===== config.mk =====
export PLATFORM = sky130hd
export DESIGN_NAME = uart_tx_fifo_flat
export DESIGN_NICKNAME = d
export VERILOG_FILES = /design/src/rtl/uart_tx_fifo_pkg.sv /design/src/rtl/uart_tx_fifo_if.sv /design/src/rtl/uart_tx_fifo_fifo.sv /design/src/rtl/uart_tx_fifo.sv /design/src/flat_wrapper.sv
export VERILOG_INCLUDE_DIRS = /design/src /design/src/rtl
export SDC_FILE = /design/constraint.sdc
export NUM_CORES = 1
export LEC_CHECK = 0
export ABC_AREA = 1
export BUFFER_PORTS_ARGS = -buffer_cell sky130_fd_sc_hd__clkbuf_2
export CORE_ASPECT_RATIO = 1.2
export CORE_MARGIN = 1.5
export CORE_UTILIZATION = 52
export CTS_BUF_LIST = sky130_fd_sc_hd__clkbuf_4
export DETAILED_ROUTE_END_ITERATION = 12
export MAX_ROUTING_LAYER = met4
export PLACE_DENSITY_LB_ADDON = 0.25
export SETUP_SLACK_MARGIN = 0.1
export SLEW_MARGIN = 15
export SYNTH_ARGS = -nofsm -noshare
export SYNTH_HDL_FRONTEND = slang
export SYNTH_SLANG_ARGS = --single-unit

===== constraint.sdc =====
create_clock -name clk -period 3.8 [get_ports clk]
set_clock_uncertainty 0.2 [all_clocks]
set_input_delay 0.57 -clock clk [delete_from_list [all_inputs] [get_ports clk]]
set_output_delay 0.57 -clock clk [all_outputs]
set_load 0.02 [all_outputs]

===== src/rtl/baudgen.vh =====
// baudgen.vh: shared baud divisors, expressed as system clock cycles per serial bit.
`ifndef BAUDGEN_VH
`define BAUDGEN_VH
`define B115200 104
`define B57600  208
`define B38400  312
`define B19200  625
`define B9600   1250
`define B4800   2500
`define B2400   5000
`define B1200   10000
`define B600    20000
`define B300    40000
`endif


===== src/rtl/uart_tx_fifo_pkg.sv =====
// uart_tx_fifo_pkg: FSM state encodings and byte width shared by the UART transmitter.
package uart_tx_fifo_pkg;
  localparam logic [1:0] IDLE = 2'd0, START = 2'd1, DATA = 2'd2, STOP = 2'd3;
  localparam int WIDTH = 8;
endpackage


===== src/rtl/uart_tx_fifo_if.sv =====
// uart_tx_fifo_if: write port, serial line and status flags of the buffered UART transmitter.
interface uart_tx_fifo_if;
  logic wr;
  logic [7:0] data;
  logic tx, full, empty, busy;
  modport master(output wr, data, input tx, full, empty, busy);
  modport slave(input wr, data, output tx, full, empty, busy);
endinterface


===== src/rtl/uart_tx_fifo_fifo.sv =====
// fifo_sync: single-clock FIFO with combinational head read; writes while full are dropped.
module fifo_sync #(
  parameter int DEPTH = 16,
  parameter int WIDTH = 8
) (
  input  logic             clk,
  input  logic             rstn,
  input  logic             wr,
  input  logic [WIDTH-1:0] din,
  input  logic             rd,
  output logic [WIDTH-1:0] dout,
  output logic             full,
  output logic             empty
);
  localparam int AW = $clog2(DEPTH);
  logic [WIDTH-1:0] mem [DEPTH];
  logic [AW-1:0] wp, rp;
  logic [AW:0] cnt;
  logic do_wr, do_rd;
  assign do_wr = wr && !full;
  assign do_rd = rd && !empty;
  assign full  = cnt == (AW+1)'(DEPTH);
  assign empty = cnt == '0;
  assign dout  = mem[rp];
  always_ff @(posedge clk or negedge rstn) begin
    if (!rstn) begin
      wp  <= '0;
      rp  <= '0;
      cnt <= '0;
    end else begin
      if (do_wr) wp <= wp + 1'b1;
      if (do_rd) rp <= rp + 1'b1;
      cnt <= cnt + (AW+1)'(do_wr) - (AW+1)'(do_rd);
    end
  end
  always_ff @(posedge clk) begin
    if (do_wr) mem[wp] <= din;
  end
endmodule


===== src/rtl/uart_tx_fifo.sv =====
// uart_tx_fifo: 8N1 serial transmitter fed from a byte FIFO; frames drain back-to-back.
`include "baudgen.vh"
module uart_tx_fifo
  import uart_tx_fifo_pkg::*;
#(
  parameter int BAUD  = `B115200,
  parameter int DEPTH = 16
) (
  input  logic          clk,
  input  logic          rstn,
  uart_tx_fifo_if.slave bus
);
  localparam int BW = $clog2(BAUD);
  logic [1:0] state;
  logic [BW-1:0] baud;
  logic [2:0] bit_idx;
  logic [WIDTH-1:0] shreg, dout;
  logic tx, busy, empty, pop, baud_end;
  assign baud_end  = baud == BW'(BAUD - 1);
  assign pop       = !empty && (state == IDLE || (state == STOP && baud_end));
  assign bus.tx    = tx;
  assign bus.busy  = busy;
  assign bus.empty = empty;
  fifo_sync #(.DEPTH(DEPTH), .WIDTH(WIDTH)) u_fifo (
    .clk(clk), .rstn(rstn), .wr(bus.wr), .din(bus.data), .rd(pop),
    .dout(dout), .full(bus.full), .empty(empty)
  );
  // tx and busy are registered off the state, so both lag it by one cycle and stay aligned
  always_ff @(posedge clk or negedge rstn) begin
    if (!rstn) begin
      state   <= IDLE;
      baud    <= '0;
      bit_idx <= '0;
      shreg   <= '0;
      tx      <= 1'b1;
      busy    <= 1'b0;
    end else begin
      baud <= (state == IDLE || baud_end || pop) ? '0 : baud + 1'b1;
      tx   <= state == START ? 1'b0 : state == DATA ? shreg[0] : 1'b1;
      busy <= state != IDLE;
      if (pop) begin
        shreg <= dout;
        state <= START;
      end else if (baud_end) begin
        if (state == START) begin
          state   <= DATA;
          bit_idx <= '0;
        end else if (state == DATA) begin
          shreg   <= shreg >> 1;
          bit_idx <= bit_idx + 1'b1;
          if (bit_idx == 3'd7) state <= STOP;
        end else if (state == STOP) begin
          state <= IDLE;
        end
      end
    end
  end
endmodule


===== src/flat_wrapper.sv =====
// flat-port wrapper written by rule: the top's interface ports become plain ports
module uart_tx_fifo_flat import uart_tx_fifo_pkg::*;
#(
  parameter int BAUD  = `B115200,
  parameter int DEPTH = 16
)
  (clk, rstn, bus_wr, bus_data, bus_tx, bus_full, bus_empty, bus_busy);
  uart_tx_fifo_if bus_i ();
  input  logic clk;
  input  logic rstn;
  input wire logic [$bits(bus_i.wr)-1:0] bus_wr;
  input wire logic [$bits(bus_i.data)-1:0] bus_data;
  output wire logic [$bits(bus_i.tx)-1:0] bus_tx;
  output wire logic [$bits(bus_i.full)-1:0] bus_full;
  output wire logic [$bits(bus_i.empty)-1:0] bus_empty;
  output wire logic [$bits(bus_i.busy)-1:0] bus_busy;
  assign bus_i.wr = bus_wr;
  assign bus_i.data = bus_data;
  assign bus_tx = bus_i.tx;
  assign bus_full = bus_i.full;
  assign bus_empty = bus_i.empty;
  assign bus_busy = bus_i.busy;
  uart_tx_fifo #(.BAUD(BAUD), .DEPTH(DEPTH)) u_core (.clk(clk), .rstn(rstn), .bus(bus_i));
endmodule

* Word-level counts from Yosys, hierarchy flattened
Memory sizes are Yosys's and may differ from the RTL's. Cells that the tools add are included.
Cells by class: reduce and logical (&&, ||, !) cells 19, multipliers 0, equal/unequal tests 8, add/sub/neg operators 6, div/mod/pow operators 0, shifts and indexed selects 0, magnitude comparators 0, muxes and demuxes 17, bitwise logic cells 1
Operators with widths (count):
- 2-to-1 mux 8 bit | 4
- 2-to-1 mux 2 bit | 6
- AND reduction 3 bit | 3
- adder 4 x 1 -> 4 bit, second input constant | 2
- nonzero test 2 bit | 4
- adder 7 x 1 -> 7 bit, second input constant | 1
- == test 7 bit, second input constant | 1
- 2-to-1 mux 7 bit | 1
- 2-to-1 mux 3 bit | 2
- adder 5 x 1 -> 5 bit | 1
- == test 5 bit, second input constant | 1
- logical NOT 5 bit | 1
- subtractor 5 x 1 -> 5 bit | 1
- == test 2 bit, second input constant | 2
- logical AND 1 bit | 4
- 2-to-1 mux 1 bit | 4
- inequality test 4 x 2 -> 1 bit, second input constant | 1
- nonzero test 4 bit | 1
- adder 3 x 1 -> 3 bit, second input constant | 1
- == test 3 bit, second input constant | 1
- logical OR 1 bit | 3
- == test 2 x 1 -> 1 bit, second input constant | 1
- logical NOT 1 bit | 2
- logical NOT 2 bit | 1
- other kinds (2) | 2
Word-level totals: bits in read-only memories 0, output and inout bits 4, register bits 35, bits in latches 0, memory bits (writable) 128, logic and storage cells 61, bits of input ports 11, memories 1
Memories:
- u_core.u_fifo.mem | words 16, width 8, read ports 1, clocked after memory_dff 0, wr ports 1, line uart_tx_fifo_fifo.sv:16 | logic [WIDTH-1:0] mem [DEPTH];

* Longest topological paths before layout
depth after elaboration 6, depth in mapped cells 16, mapped depth without buffers 15

* By module
A second synthesis with hierarchy kept.
Second synthesis, totals: cell total of the unflattened synthesis 744, area, all modules 7389.6 um2
Modules (own cells, without submodules):
- fifo_sync | seq. area each 4169.0 um2, cells each 600, times used 1, area each 6184.7 um2
- uart_tx_fifo | seq. area each 551.8 um2, cells each 144, times used 1, area each 1204.9 um2

* Worst setup path after synthesis
Ideal clock, no wire load.
path kind reg-to-reg, start reg u_core.state[0], end reg u_core.u_fifo.cnt[4], arrival 2.538 ns, slack 0.983 ns, path buffers 1, stages on the path, launching flop included 17, clock period less this slack 2.817 ns, data required time 3.521 ns, library setup time 0.079 ns, path through dfrtp_1 inv_1 ha_1 or2_0 nand2_1 inv_2 nand2_4 inv_2 buf_4 ha_1 inv_1 ha_1 fa_1 a21oi_1 nor2_1 nor2_1 xor2_1
On the way: cells in the longest elaborated chain, start to end 6, elaborated cells between the ends (all ways) 7, classes of those cells add/sub: 1; eq/ne: 1; reduce/logical: 5
Ends and longest elaborated chain:
- from (decl) | line uart_tx_fifo.sv:14 | logic [1:0] state;
- from (signal assigned) | line uart_tx_fifo.sv:31 | state <= IDLE;
- from (signal assigned) | line uart_tx_fifo.sv:43 | state <= START;
- from (signal assigned) | line uart_tx_fifo.sv:46 | state <= DATA;
- == test 2 bit | line uart_tx_fifo.sv:20 | assign pop = !empty && (state == IDLE || (state == STOP && baud_end));
- logical AND 1 bit | line uart_tx_fifo.sv:20
- logical OR 1 bit (*) | line uart_tx_fifo.sv:20
- logical AND 1 bit (*) | line uart_tx_fifo.sv:20
- logical AND 1 bit (*) | line uart_tx_fifo_fifo.sv:21 | assign do_rd = rd && !empty;
- via u_core.u_fifo.do_rd | line uart_tx_fifo_fifo.sv:19 | logic do_wr, do_rd;
- subtractor 5 x 1 -> 5 bit (*) | line uart_tx_fifo_fifo.sv:33 | cnt <= cnt + (AW+1)'(do_wr) - (AW+1)'(do_rd);
- to (signal assigned) | line uart_tx_fifo_fifo.sv:33
- to (decl) | line uart_tx_fifo_fifo.sv:18 | logic [AW:0] cnt;
The timed path passes the listed nets; every way through them passes the cells marked *. A chain may end at the register's enable or synchronous reset.

* Worst setup path in the final report
start reg u_core.state[0], end reg u_core.u_fifo.cnt[4]
On the way: cells in the longest elaborated chain, start to end 6, elaborated cells between the ends (all ways) 7, classes of those cells add/sub: 1; eq/ne: 1; reduce/logical: 5
Ends and longest elaborated chain (line):
- == test 2 bit | uart_tx_fifo.sv:20
- logical AND 1 bit | uart_tx_fifo.sv:20
- logical OR 1 bit (*) | uart_tx_fifo.sv:20
- logical AND 1 bit (*) | uart_tx_fifo.sv:20
- logical AND 1 bit (*) | uart_tx_fifo_fifo.sv:21
- subtractor 5 x 1 -> 5 bit (*) | uart_tx_fifo_fifo.sv:33
Mark *: on every way between the ends. The rest lies on a longest branch, timed or not.

==> results by group <==
Run status
  • Outcome: completed

Clock tree
  • Worst-Skew Late Latency: 570 ps
  • Cts bufs inserted: 17
  • H-Tree Depth: 4
  • Post-CTS resize count: 0
  • Root buf cell: clkbuf_4
  • TritonCTS clock tree: done
  • Clock-pin slew on the worst setup and hold paths: 130 ps
  • Clock buffer depth: 2
  • Clk sinks: 163

Global routing
  • GRT Util Overall: 0.2164
  • Vias in the first global route: 4500
  • Total gr overflow: 0
  • First-pass GRT wire length: 23.43 mm
  • Initial antenna violation count: 1
  • Pin count of the biggest net entering global routing: 67

Pwr
  • Peak supply drop: 0.0002792 V
  • Pwr/cell area: 469.6 nW/um2
  • Total power: 3.632 mW
  • Pleak: 3.383 nW

Critical path
  • CP Class: flop to flop
  • Critical path's most frequent cell: ha_1
  • Worst Setup End Kind: flop
  • Crit path DAT: 3290 ps
  • Max incr delay on CP: 410 ps
  • Crit path max fanout: 21
  • CP max-delay cell: fa_1
  • Worst path required time: 4100 ps
  • Critical path cell sequence: inv_1 > ha_1 > or2_0 > nand2_1 > inv_2 > nand2_4 > inv_2 > ha_1 > inv_1 > ha_1 > fa_1 > a21oi_1 > nor2_1 > nor2_1 > xor2_1
  • CP startpoint kind: flop

STA
  • Actual slew at the worst max-slew pin: 1074 ps
  • Max Freq: 334.7 MHz
  • Post-layout min period: 2988 ps
  • Slew headroom: 0.2795
  • Slew Limit Fails: 0
  • Setup Viol. Count Final: 0
  • Final hold vios: 0
  • RSZ-0062 raised after global routing: false
  • Tcrit/Tclk final: 0.7863
  • Setup tns final: 0 ps

Synthesis
  • Mapped Area: 7279 um2
  • Syn_nets: 749
  • Post-synthesis compound-gate area fraction: 0.006875
  • Largest family of logic cells by synthesized area: simple AND/OR/NAND/NOR gates
  • Synthesis Warnings: 0
  • Area leader, netlist: edfxtp_1
  • Xor/xnor share of the synthesized area: 0.01323
  • Synth cell types: 28
  • Cells after Synth: 718
  • Post-synth top area share: 0.5280
  • Synth Area in Adders: 0.03541
  • Yosys reg bits: 163
  • Simple-gate share of the synthesized area: 0.2300
  • Sequential cell area fraction in the yosys report: 0.6485
  • Most area-consuming cells after synthesis: edfxtp_1, nand2_1, dfrtp_1
  • Avg Cell Area, Syn: 10.14 um2
  • Mux share of post-synthesis cell area: 0

Finish
  • Number of fill cells: 1191
  • Area delta synth->final: 6.239%
  • NumNets Final: 760
  • Layout cells sized above 1: 0.08491
  • Final Cell Area: 7734 um2
  • Core Util, Final: 0.5620

Drt
  • Detailed Routing Iterations Pass 1: 5
  • Final ANT Viol Nets: 0
  • DRC violations left: 0
  • DR iter-0 viols: 293
  • Vias after detailed routing: 4755
  • Wire per inst: 15.69 um
  • Final wirelength: 14.34 mm
  • Vias per cell: 5.202

Place
  • Post-DP HPWL: 9.110 mm
  • Area after DPL: 7456 um2
  • Final Wtd Congestion: 0.8187
  • Input/output buffers: 14

Worst hold path
  • Worst min path class: input pin to flop

Die
  • Initial core utilization: 0.5290
  • Core area: 13760 um2
  • Die W: 111.0 um
  • # IOs: 15
  • Die Ht: 132.6 um
  • Total die area: 14720 um2
  • Core Rows: 47

Flow run
  • Maxcap violations: 0
[final cells by class]
class	count	area (um2)	area share
inverters	89	334.1	0.04320
repair buffers	20	117.6	0.01521
diodes	1	2.502	0.0003236
flip-flops and latches	163	4722	0.6106
multi-input cells	438	2078	0.2687
clock buffers	18	135.1	0.01747
clock inverters	14	130.1	0.01683
well taps	171	214.0	0.02767
[synth_stat cells]
| cell | count |
|---|---|
| nand2_2 | 2 |
| a21oi_1 | 3 |
| ha_1 | 19 |
| buf_4 | 1 |
| xnor2_1 | 1 |
| clkbuf_1 | 6 |
| nand4_1 | 2 |
| o21ai_0 | 7 |
| nor3_1 | 2 |
| nand3_1 | 100 |
| nand2_1 | 239 |
| or2_0 | 1 |
| buf_2 | 18 |
| edfxtp_1 | 128 |
| buf_6 | 2 |
| nor4_1 | 1 |
| buf_1 | 1 |
| fa_1 | 1 |
| dfstp_2 | 1 |
| clkinv_1 | 2 |
| nor3b_1 | 1 |
| nand2_4 | 4 |
| dfrtp_1 | 34 |
| nor2_2 | 3 |
| nor2_1 | 42 |
| inv_1 | 85 |
| xor2_1 | 10 |
| inv_2 | 2 |
[placed cells by master (no fill, tap or decap), types with 3 or more instances in the layout]
cell type / Yosys / final
nand2_1: 239 / 239
edfxtp_1: 128 / 128
nand3_1: 100 / 100
inv_1: 85 / 84
nor2_1: 42 / 42
dfrtp_1: 34 / 33
ha_1: 19 / 19
clkbuf_4: 0 / 18
clkbuf_2: 0 / 14
xor2_1: 10 / 10
o21ai_0: 7 / 7
buf_4: 1 / 5
nand2_4: 4 / 4
clkinv_1: 2 / 4
clkinvlp_4: 0 / 4
inv_6: 0 / 4
nor2_2: 3 / 3
a21oi_1: 3 / 3
clkinv_4: 0 / 3
[timing repair]
item / CTS / global route
endpoints found under the setup margin: 0 / 0
setup buffers: 0 / 0
hold buffers: 1 / 0
hold endpoints to repair: 34 / 0
[through the flow]
stage	hold WS, ps	setup slack [ps]	cells
after floorplan	74.41	982.9	718
after global placement	243.6	894.1	880
after detailed placement	256.2	824.0	880
after CTS	156.1	793.5	913
after global routing	165.3	582.9	914
final	195.0	811.9	914
[logic make-up after synthesis]
logic type               Yosys count
XOR/XNOR                          11
AND/OR/NAND/NOR                  397
adder cells (fa/ha/maj)           20
buffers and inverters            117
flip-flops                       163
AO/OA/AOI/OAI                     10
[critical path, delay by kind of cell (launching register included)]
kind | cells | cell delay, ps
AOI/OAI and AO/OA | 1 | 160
xor gates and xnor gates | 1 | 140
adders and majority gates | 4 | 1160
buffers and inverters | 4 | 320
DFF | 1 | 390
and+or+nand+nor | 5 | 540
[sequential cells by signal, indices dropped and copies added (netlist names)]
signal             flops
u_core.bus.tx          1
u_core.u_fifo.mem    128
u_core.bus.busy        1
u_core.baud            7
u_core.u_fifo.wp       4
u_core.state           2
u_core.shreg           8
u_core.u_fifo.rp       4
u_core.u_fifo.cnt      5
u_core.bit_idx         3
[per-layer routing]
metal  vias up  wire [um]  track usage
li1       2351          -            -
met1      2263       6318       0.2649
met2       114       7064       0.3556
met3        27        620      0.04764
met4         0        339      0.08017
met5         -          0            -
[worst paths after layout]
path	startpoint	endpoint	slack, ps	depth (start not counted)
setup / recovery	u_core.state[0]$_DFFE_PN0P_	u_core.u_fifo.cnt[4]$_DFF_PN0_	810	15
setup reg to reg	u_core.state[0]$_DFFE_PN0P_	u_core.u_fifo.cnt[4]$_DFF_PN0_	810	15
max in group asynchronous	rstn	u_core.u_fifo.rp[0]$_DFFE_PN0P_	2360	2
hold reg to reg	u_core.baud[0]$_DFF_PN0_	u_core.baud[0]$_DFF_PN0_	270	1
hold / removal	bus_wr	u_core.u_fifo.wp[0]$_DFFE_PN0P_	200	3
min in group asynchronous	rstn	u_core.bit_idx[1]$_DFFE_PN0P_	430	2
[report_power, final]
group | switching, mW | total (mW) | internal [mW]
Combinational | 0.334 | 0.484 | 0.151
Sequential | 0.0668 | 2.19 | 2.12
Clock | 0.624 | 0.961 | 0.338
Power figures use the tool's default switching activity.
